File: config.mk
export PLATFORM = sky130hd
export DESIGN_NAME = cluster_frame_ctrl_flat
export DESIGN_NICKNAME = d
export VERILOG_FILES = /design/src/rtl/cluster_frame_ctrl_if.sv /design/src/rtl/cluster_frame_ctrl.sv /design/src/flat_wrapper.sv
export SDC_FILE = /design/constraint.sdc
export NUM_CORES = 1
export LEC_CHECK = 0
export CORE_UTILIZATION = 45
export CTS_BUF_LIST = sky130_fd_sc_hd__clkbuf_16
export DETAILED_ROUTE_END_ITERATION = 10
export HOLD_SLACK_MARGIN = 0.03
export PLACE_DENSITY = 0.71
export SETUP_SLACK_MARGIN = 0.02
export SLEW_MARGIN = 20
export SYNTH_ARGS = -nofsm -noshare
export SYNTH_HDL_FRONTEND = slang
export SYNTH_SLANG_ARGS = --single-unit
export TNS_END_PERCENT = 5
File: constraint.sdc
create_clock -name clk -period 2.4 [get_ports clk]
set_input_delay 0.72 -clock clk [delete_from_list [all_inputs] [get_ports clk]]
set_output_delay 0.72 -clock clk [all_outputs]
set_load 0.005 [all_outputs]
File: src/rtl/cluster_frame_ctrl_if.sv
// cluster_frame_ctrl_if
// Avalon-MM CSR bus between a host (master) and the frame sequencer (slave).
// Read data is registered inside the slave and appears one cycle after csr_read.
interface cluster_frame_ctrl_if;
   logic [2:0]  csr_address;
   logic        csr_write;
   logic [31:0] csr_writedata;
   logic        csr_read;
   logic [31:0] csr_readdata;

   modport master (
      output csr_address,
      output csr_write,
      output csr_writedata,
      output csr_read,
      input  csr_readdata
   );

   modport slave (
      input  csr_address,
      input  csr_write,
      input  csr_writedata,
      input  csr_read,
      output csr_readdata
   );
endinterface

File: src/rtl/cluster_frame_ctrl.sv
// cluster_frame_ctrl
// Frame-level sequencer for the per-frame cluster locator. Waits for a
// frame-available pulse, snapshots THRESH/SIZE into the locator shadows,
// pulses frame_start, then waits for the locator result (or a timeout) and
// records it in the CSR block.
// Optional feature: define CLUSTER_CENTRE_EN to add the CENTRE register
// (left + right, half-channel units) at CSR address 7. Without the macro,
// address 7 reads 0 and no adder or register is built.
module cluster_frame_ctrl #(
   parameter int          TIMEOUT_CYCLES = 1024,
   parameter logic [15:0] THRESH_RST     = 16'd54,
   parameter logic [8:0]  SIZE_RST       = 9'd4
) (
   input  logic                      clk,
   input  logic                      rst_n,
   cluster_frame_ctrl_if.slave       csr,
   input  logic                      frame_avail,
   output logic                      frame_start,
   output logic [15:0]               loc_threshold,
   output logic [8:0]                loc_size,
   input  logic                      loc_has_cluster,
   input  logic                      loc_no_cluster,
   input  logic [8:0]                loc_ch_left,
   input  logic [8:0]                loc_ch_right,
   output logic                      busy,
   output logic                      irq
);

   localparam int TimerW = (TIMEOUT_CYCLES > 2) ? $clog2(TIMEOUT_CYCLES) : 1;
   localparam logic [TimerW-1:0] TimerLast = TimerW'(TIMEOUT_CYCLES - 1);

   typedef enum logic [1:0] {
      IDLE    = 2'd0,
      ARM     = 2'd1,
      RUN     = 2'd2,
      CAPTURE = 2'd3
   } state_t;

   state_t             state_q, state_d;
   logic [TimerW-1:0]  timer_q;

   logic               enable_q, continuous_q, irqEn_q;
   logic               resultValid_q, hasCluster_q, overrun_q, timeout_q, irqPend_q;
   logic [15:0]        thresh_q;
   logic [8:0]         size_q;
   logic [31:0]        result_q;
   logic [31:0]        frameCnt_q, frameCnt_d;
   logic [31:0]        clusterCnt_q, clusterCnt_d;
   logic [15:0]        locThreshold_q;
   logic [8:0]         locSize_q;
   logic               frameStart_q;
   logic [31:0]        readData_q, readMux;

`ifdef CLUSTER_CENTRE_EN
   logic [9:0]         centre_q;
`endif

   logic               armCycle, resultSeen, timeoutHit, captureCycle, overrunHit;
   logic               wrCtrl, wrStatus, wrThresh, wrSize, clrCnt;
   logic [31:0]        wdata;
   logic               unusedBits;

   assign wdata    = csr.csr_writedata;
   assign wrCtrl   = csr.csr_write && (csr.csr_address == 3'd0);
   assign wrStatus = csr.csr_write && (csr.csr_address == 3'd1);
   assign wrThresh = csr.csr_write && (csr.csr_address == 3'd2);
   assign wrSize   = csr.csr_write && (csr.csr_address == 3'd3);
   assign clrCnt   = wrCtrl && wdata[3];

   assign unusedBits = ^wdata[31:16];

   // A new frame arriving while one is already in flight is dropped and flagged.
   assign overrunHit = frame_avail && (state_q != IDLE);

   // State register; reset abandons any frame in flight without a flag.
   always_ff @(posedge clk or negedge rst_n) begin
      if (!rst_n) begin
         state_q <= IDLE;
      end else begin
         state_q <= state_d;
      end
   end

   // Next-state decode and the single-cycle strobes that drive the datapath.
   always_comb begin
      state_d      = state_q;
      armCycle     = 1'b0;
      resultSeen   = 1'b0;
      timeoutHit   = 1'b0;
      captureCycle = 1'b0;
      case (state_q)
         IDLE: begin
            if (frame_avail && enable_q) begin
               state_d = ARM;
            end
         end
         ARM: begin
            armCycle = 1'b1;
            state_d  = RUN;
         end
         RUN: begin
            if (loc_has_cluster || loc_no_cluster) begin
               resultSeen = 1'b1;
               state_d    = CAPTURE;
            end else if (timer_q == TimerLast) begin
               timeoutHit = 1'b1;
               state_d    = IDLE;
            end
         end
         CAPTURE: begin
            captureCycle = 1'b1;
            state_d      = IDLE;
         end
         default: state_d = IDLE;
      endcase
   end

   // RUN-state watchdog, restarted for every frame while arming.
   always_ff @(posedge clk or negedge rst_n) begin
      if (!rst_n) begin
         timer_q <= '0;
      end else if (armCycle) begin
         timer_q <= '0;
      end else if (state_q == RUN) begin
         timer_q <= timer_q + 1'b1;
      end
   end

   // Shadow THRESH/SIZE into the locator and pulse frame_start together on leaving ARM.
   always_ff @(posedge clk or negedge rst_n) begin
      if (!rst_n) begin
         locThreshold_q <= THRESH_RST;
         locSize_q      <= SIZE_RST;
         frameStart_q   <= 1'b0;
      end else begin
         frameStart_q <= armCycle;
         if (armCycle) begin
            locThreshold_q <= thresh_q;
            locSize_q      <= size_q;
         end
      end
   end

   // Frame counters; a clear written in the same cycle beats the increment.
   always_comb begin
      frameCnt_d   = frameCnt_q;
      clusterCnt_d = clusterCnt_q;
      if (captureCycle) begin
         frameCnt_d = frameCnt_q + 32'd1;
         if (hasCluster_q) begin
            clusterCnt_d = clusterCnt_q + 32'd1;
         end
      end
      if (clrCnt) begin
         frameCnt_d   = '0;
         clusterCnt_d = '0;
      end
   end

   // Counter registers.
   always_ff @(posedge clk or negedge rst_n) begin
      if (!rst_n) begin
         frameCnt_q   <= '0;
         clusterCnt_q <= '0;
      end else begin
         frameCnt_q   <= frameCnt_d;
         clusterCnt_q <= clusterCnt_d;
      end
   end

   // CTRL and configuration registers; single-shot mode drops enable after a capture.
   always_ff @(posedge clk or negedge rst_n) begin
      if (!rst_n) begin
         enable_q     <= 1'b0;
         continuous_q <= 1'b0;
         irqEn_q      <= 1'b0;
         thresh_q     <= THRESH_RST;
         size_q       <= SIZE_RST;
      end else begin
         if (wrCtrl) begin
            enable_q     <= wdata[0];
            continuous_q <= wdata[1];
            irqEn_q      <= wdata[2];
         end
         if (captureCycle && !continuous_q) begin
            enable_q <= 1'b0;
         end
         if (wrThresh) begin
            thresh_q <= wdata[15:0];
         end
         if (wrSize) begin
            size_q <= wdata[8:0];
         end
      end
   end

   // Sticky STATUS flags; a hardware set in the same cycle as a W1C keeps the flag set.
   always_ff @(posedge clk or negedge rst_n) begin
      if (!rst_n) begin
         resultValid_q <= 1'b0;
         overrun_q     <= 1'b0;
         timeout_q     <= 1'b0;
         irqPend_q     <= 1'b0;
      end else begin
         if (wrStatus && wdata[1]) resultValid_q <= 1'b0;
         if (wrStatus && wdata[3]) overrun_q     <= 1'b0;
         if (wrStatus && wdata[4]) timeout_q     <= 1'b0;
         if (wrStatus && wdata[5]) irqPend_q     <= 1'b0;
         if (captureCycle) begin
            resultValid_q <= 1'b1;
            irqPend_q     <= 1'b1;
         end
         if (overrunHit) overrun_q <= 1'b1;
         if (timeoutHit) timeout_q <= 1'b1;
      end
   end

   // Latch the locator result on its first valid cycle so RESULT is readable one cycle later.
   always_ff @(posedge clk or negedge rst_n) begin
      if (!rst_n) begin
         result_q     <= '0;
         hasCluster_q <= 1'b0;
      end else if (resultSeen) begin
         hasCluster_q <= loc_has_cluster;
         if (loc_has_cluster) begin
            result_q <= {7'd0, loc_ch_right, 7'd0, loc_ch_left};
         end else begin
            result_q <= '0;
         end
      end
   end

`ifdef CLUSTER_CENTRE_EN
   // Cluster centre in half-channel units, captured alongside RESULT.
   always_ff @(posedge clk or negedge rst_n) begin
      if (!rst_n) begin
         centre_q <= '0;
      end else if (resultSeen) begin
         if (loc_has_cluster) begin
            centre_q <= {1'b0, loc_ch_left} + {1'b0, loc_ch_right};
         end else begin
            centre_q <= '0;
         end
      end
   end
`endif

   // CSR read multiplexer; unmapped bits read as zero.
   always_comb begin
      readMux = '0;
      case (csr.csr_address)
         3'd0: readMux = {29'd0, irqEn_q, continuous_q, enable_q};
         3'd1: readMux = {26'd0, irqPend_q, timeout_q, overrun_q, hasCluster_q,
                          resultValid_q, busy};
         3'd2: readMux = {16'd0, thresh_q};
         3'd3: readMux = {23'd0, size_q};
         3'd4: readMux = result_q;
         3'd5: readMux = frameCnt_q;
         3'd6: readMux = clusterCnt_q;
`ifdef CLUSTER_CENTRE_EN
         3'd7: readMux = {22'd0, centre_q};
`else
         3'd7: readMux = '0;
`endif
         default: readMux = '0;
      endcase
   end

   // Registered read data, valid the cycle after csr_read.
   always_ff @(posedge clk or negedge rst_n) begin
      if (!rst_n) begin
         readData_q <= '0;
      end else if (csr.csr_read) begin
         readData_q <= readMux;
      end else begin
         readData_q <= '0;
      end
   end

   assign csr.csr_readdata = readData_q;
   assign frame_start      = frameStart_q;
   assign loc_threshold    = locThreshold_q;
   assign loc_size         = locSize_q;
   assign busy             = (state_q != IDLE);
   assign irq              = irqPend_q & irqEn_q;

endmodule
File: src/flat_wrapper.sv
// flat-port wrapper written by rule: the top's interface ports become plain ports
module cluster_frame_ctrl_flat 
#(
   parameter int          TIMEOUT_CYCLES = 1024,
   parameter logic [15:0] THRESH_RST     = 16'd54,
   parameter logic [8:0]  SIZE_RST       = 9'd4
)
  (clk, rst_n, frame_avail, frame_start, loc_threshold, loc_size, loc_has_cluster, loc_no_cluster, loc_ch_left, loc_ch_right, busy, irq, csr_csr_address, csr_csr_write, csr_csr_writedata, csr_csr_read, csr_csr_readdata);
  cluster_frame_ctrl_if csr_i ();
  input  logic clk;
  input  logic rst_n;
  input  logic frame_avail;
  output logic frame_start;
  output logic [15:0] loc_threshold;
  output logic [8:0] loc_size;
  input  logic loc_has_cluster;
  input  logic loc_no_cluster;
  input  logic [8:0] loc_ch_left;
  input  logic [8:0] loc_ch_right;
  output logic busy;
  output logic irq;
  input wire logic [$bits(csr_i.csr_address)-1:0] csr_csr_address;
  input wire logic [$bits(csr_i.csr_write)-1:0] csr_csr_write;
  input wire logic [$bits(csr_i.csr_writedata)-1:0] csr_csr_writedata;
  input wire logic [$bits(csr_i.csr_read)-1:0] csr_csr_read;
  output wire logic [$bits(csr_i.csr_readdata)-1:0] csr_csr_readdata;
  assign csr_i.csr_address = csr_csr_address;
  assign csr_i.csr_write = csr_csr_write;
  assign csr_i.csr_writedata = csr_csr_writedata;
  assign csr_i.csr_read = csr_csr_read;
  assign csr_csr_readdata = csr_i.csr_readdata;
  cluster_frame_ctrl #(.TIMEOUT_CYCLES(TIMEOUT_CYCLES), .THRESH_RST(THRESH_RST), .SIZE_RST(SIZE_RST)) u_core (.clk(clk), .rst_n(rst_n), .csr(csr_i), .frame_avail(frame_avail), .frame_start(frame_start), .loc_threshold(loc_threshold), .loc_size(loc_size), .loc_has_cluster(loc_has_cluster), .loc_no_cluster(loc_no_cluster), .loc_ch_left(loc_ch_left), .loc_ch_right(loc_ch_right), .busy(busy), .irq(irq));
endmodule
==> impl_metrics.env <==
export IMPL_post_route_cell_area_sq_um=10800
export IMPL_ys_seq_area_frac=0.543
export IMPL_path_class="input pin to register"
export IMPL_power_frac_comb=0.275
export IMPL_cts_root_buf="clkbuf_16"
export IMPL_gr_total_overflow=0
export IMPL_cts_clk_slew_worst_paths_ns=0.08
export IMPL_avgSynthCellArea_sq_um=10.5
export IMPL_place_congestion=0.886
export IMPL_drt_iter0_markers=554
export IMPL_cts_tree="done"
export IMPL_fillers=1577
export IMPL_switching_share=0.322
export IMPL_dpl_cell_area_sq_um=10200
export IMPL_grt_pass1_wl_mm=33.1
export IMPL_viasPerCell=5.49
export IMPL_diodes=0
export IMPL_slew_limit_headroom=0.546
export IMPL_setup_viol=0
export IMPL_drive_gt1_frac=0.173
export IMPL_hp_class="input pin to asynchronous set/reset pin"
export IMPL_grt_max_degree=58
export IMPL_hold_viol=0
export IMPL_p_int_uw=6880
export IMPL_cts_sinks=185
export IMPL_clock_skew_ns=0.0102
export IMPL_grt_usage=0.217
export IMPL_hold_ws_ns=0.197
export IMPL_synthesis_nets=880
export IMPL_startpoint_type="input pin"
export IMPL_synth_lib_cells_used_distinct=52
export IMPL_area_growth_syn_to_layout_pct=26.5
export IMPL_cp_arrival_ns=2.68
export IMPL_outcome="finished, final reports clean"
export IMPL_antenna_found_initial=0
export IMPL_async_flop_share=1.00
export IMPL_slew_viol_final=0
export IMPL_synth_edf_count=0
export IMPL_rsz0062_at_grt="yes"
export IMPL_die_area_sq_um=19500
export IMPL_cts_buffers=17
export IMPL_numPortBuffers=103
export IMPL_ys_seq_elements=185
export IMPL_layout_nets=1014
export IMPL_path_max_fanout=6
export IMPL_num_rows=50
export IMPL_fin_crit_ns=2.32
export IMPL_worst_pin_slew_ns=0.680
export IMPL_avgRoutedWirePerCell_microns=16.8
export IMPL_leakage_uw=0.00471
export IMPL_end_kind="register"
export IMPL_routed_wl_mm=20.0
export IMPL_synth_area_sq_um=8550
export IMPL_num_io_pins=120
export IMPL_ir_drop_uv=975
export IMPL_hpwl_mm=14.5
export IMPL_cap_violations=0
export IMPL_grt_pass1_vias=6413
export IMPL_max_freq_mhz=431
export IMPL_dr_wl_met2_mm=9.53
export IMPL_clock_latency_ns=0.44
export IMPL_netlist_instances=812
export IMPL_timing_final_crit_share=0.967
export IMPL_cts_max_level=4
export IMPL_yosys_warnings=0
export IMPL_synth_top_area_share=0.512
export IMPL_top_layer_used="met4"
export IMPL_start_util=0.458
export IMPL_die_w_microns=140
export IMPL_synth_ff_type="dfrtp_1"
export IMPL_final_common_cell="dfrtp_1"
export IMPL_post_route_drc_count=0
export IMPL_wl_met1_mm=9.29
export IMPL_yosysTopAreaCell="dfrtp_1"
export IMPL_pwr_density_cell_nw_per_um2=939
export IMPL_final_cell_mix="dfrtp_1, nor2_1, clkdlybuf4s50_1"
export IMPL_coreArea_sq_um=18600
export IMPL_die_h_microns=140
export IMPL_netlist_top_cells_area="dfrtp_1, mux2_2, nor2_1"
export IMPL_p_seq_frac=0.456
export IMPL_total_switching_power_uw=3270
export IMPL_dr_wl_met3_microns=835
export IMPL_power_frac_clock=0.268
export IMPL_postRouteAntennaNets=0
export IMPL_clockBufferDepth=2
export IMPL_dr_total_vias=6548
export IMPL_first_pass_iters=5
export IMPL_cp_data_required_time_ns=2.76
-- power groups by stage --
stage	logic (uW)	clock network (uW)	registers, uW
global placement	2670	0	4670
detailed placement	2740	0	4690
finish	2800	2720	4630
global route	3080	2900	4740
CTS	2820	2770	4620
floorplan	1610	0	4490
-- flip-flops by register name, indices dropped and copies added, names as in the netlist, 2 cells and up --
register	flops
u_core.csr.csr_readdata	32
u_core.timer_q	10
u_core.frameCnt_q	32
u_core.size_q	9
u_core.state_q	2
u_core.loc_threshold	16
u_core.thresh_q	16
u_core.result_q	18
u_core.clusterCnt_q	32
u_core.loc_size	9
-- final cells by class --
type	count	area, sq um	share of cell area
clock buffers	17	425	0.0394
flip-flops and latches	185	4640	0.429
clock inverters	15	164	0.0152
repair buffers	154	1520	0.140
inverters	13	48.8	0.00451
multi-input cells	575	3720	0.344
well taps	234	293	0.0271
-- Yosys cell counts, types with 11 or more instances --
library cell / instances
nand3_1: 49
mux2_2: 60
xor2_1: 39
nand2_1: 90
nor2_1: 106
mux2i_1: 17
inv_1: 13
a21oi_1: 34
nand4_1: 23
a22oi_1: 18
a22o_1: 12
buf_2: 11
clkbuf_1: 26
xnor2_1: 18
o21ai_0: 15
dfrtp_1: 175
-- kinds of logic (layout without fill, tap and decap cells) --
logic type,count (synthesis),after routing,synth area share
DFF,185,185,0.543
adders and majority gates,8,8,0.0117
AOI/OAI and AO/OA,104,104,0.0808
muxes,77,77,0.0990
buffers and inverters,52,199,0.0244
xor gates and xnor gates,57,57,0.0584
and+or+nand+nor,329,329,0.183
-- final timing paths --
| check | startpoint | end | slack [ns] | cells after the start |
|---|---|---|---|---|
| setup / recovery | csr_csr_address[2] | u_core.clusterCnt_q[31] | 0.08 | 6 |
| hold / removal | rst_n | u_core.loc_threshold[13] | 0.20 | 1 |
| setup reg to reg | u_core.state_q[0] | u_core.clusterCnt_q[31] | 0.19 | 7 |
| hold reg to reg | u_core.result_q[18] | u_core.result_q[18] | 0.49 | 2 |
| max in group asynchronous | rst_n | u_core.size_q[2] | 1.54 | 2 |
| min in group clk | u_core.result_q[18] | u_core.result_q[18] | 0.49 | 2 |
-- timing repair --
item | 4_1_cts | 5_1_grt
setup buffers | 2 | 0
setup endpoints to repair | 1 | 2
gates resized for setup | 3 | 2
hold buffers | 0 | 0
-- layer usage --
layer  global-route usage  vias up
met3               0.0272       31
met5                    0        -
met4               0.0821        0
met2                0.339      172
met1                0.309     3237
li1                     -     3108
-- metrics by stage --
step | utilization | worst slack (ns) | power [uW] | setup TNS (ns) | std cells
after global placement | 0.547 | -0.283 | 7330 | -11.92 | 1159
after detailed placement | 0.547 | -0.353 | 7430 | -13.94 | 1159
after CTS | 0.580 | 0.0214 | 10200 | 0 | 1193
after global routing | 0.580 | 0.00764 | 10700 | 0 | 1193
after floorplan | - | 0.133 | 6090 | 0 | 812
final | 0.580 | 0.0803 | 10200 | 0 | 1193
-- critical path: stages --
cell	delay, ns
clkdlybuf4s50_1	0.46
or3_1	0.46
o21ai_4	0.27
nand4b_2	0.21
or3_1	0.39
a21oi_1	0.17
Note: power is estimated with default switching activity, not from simulation.
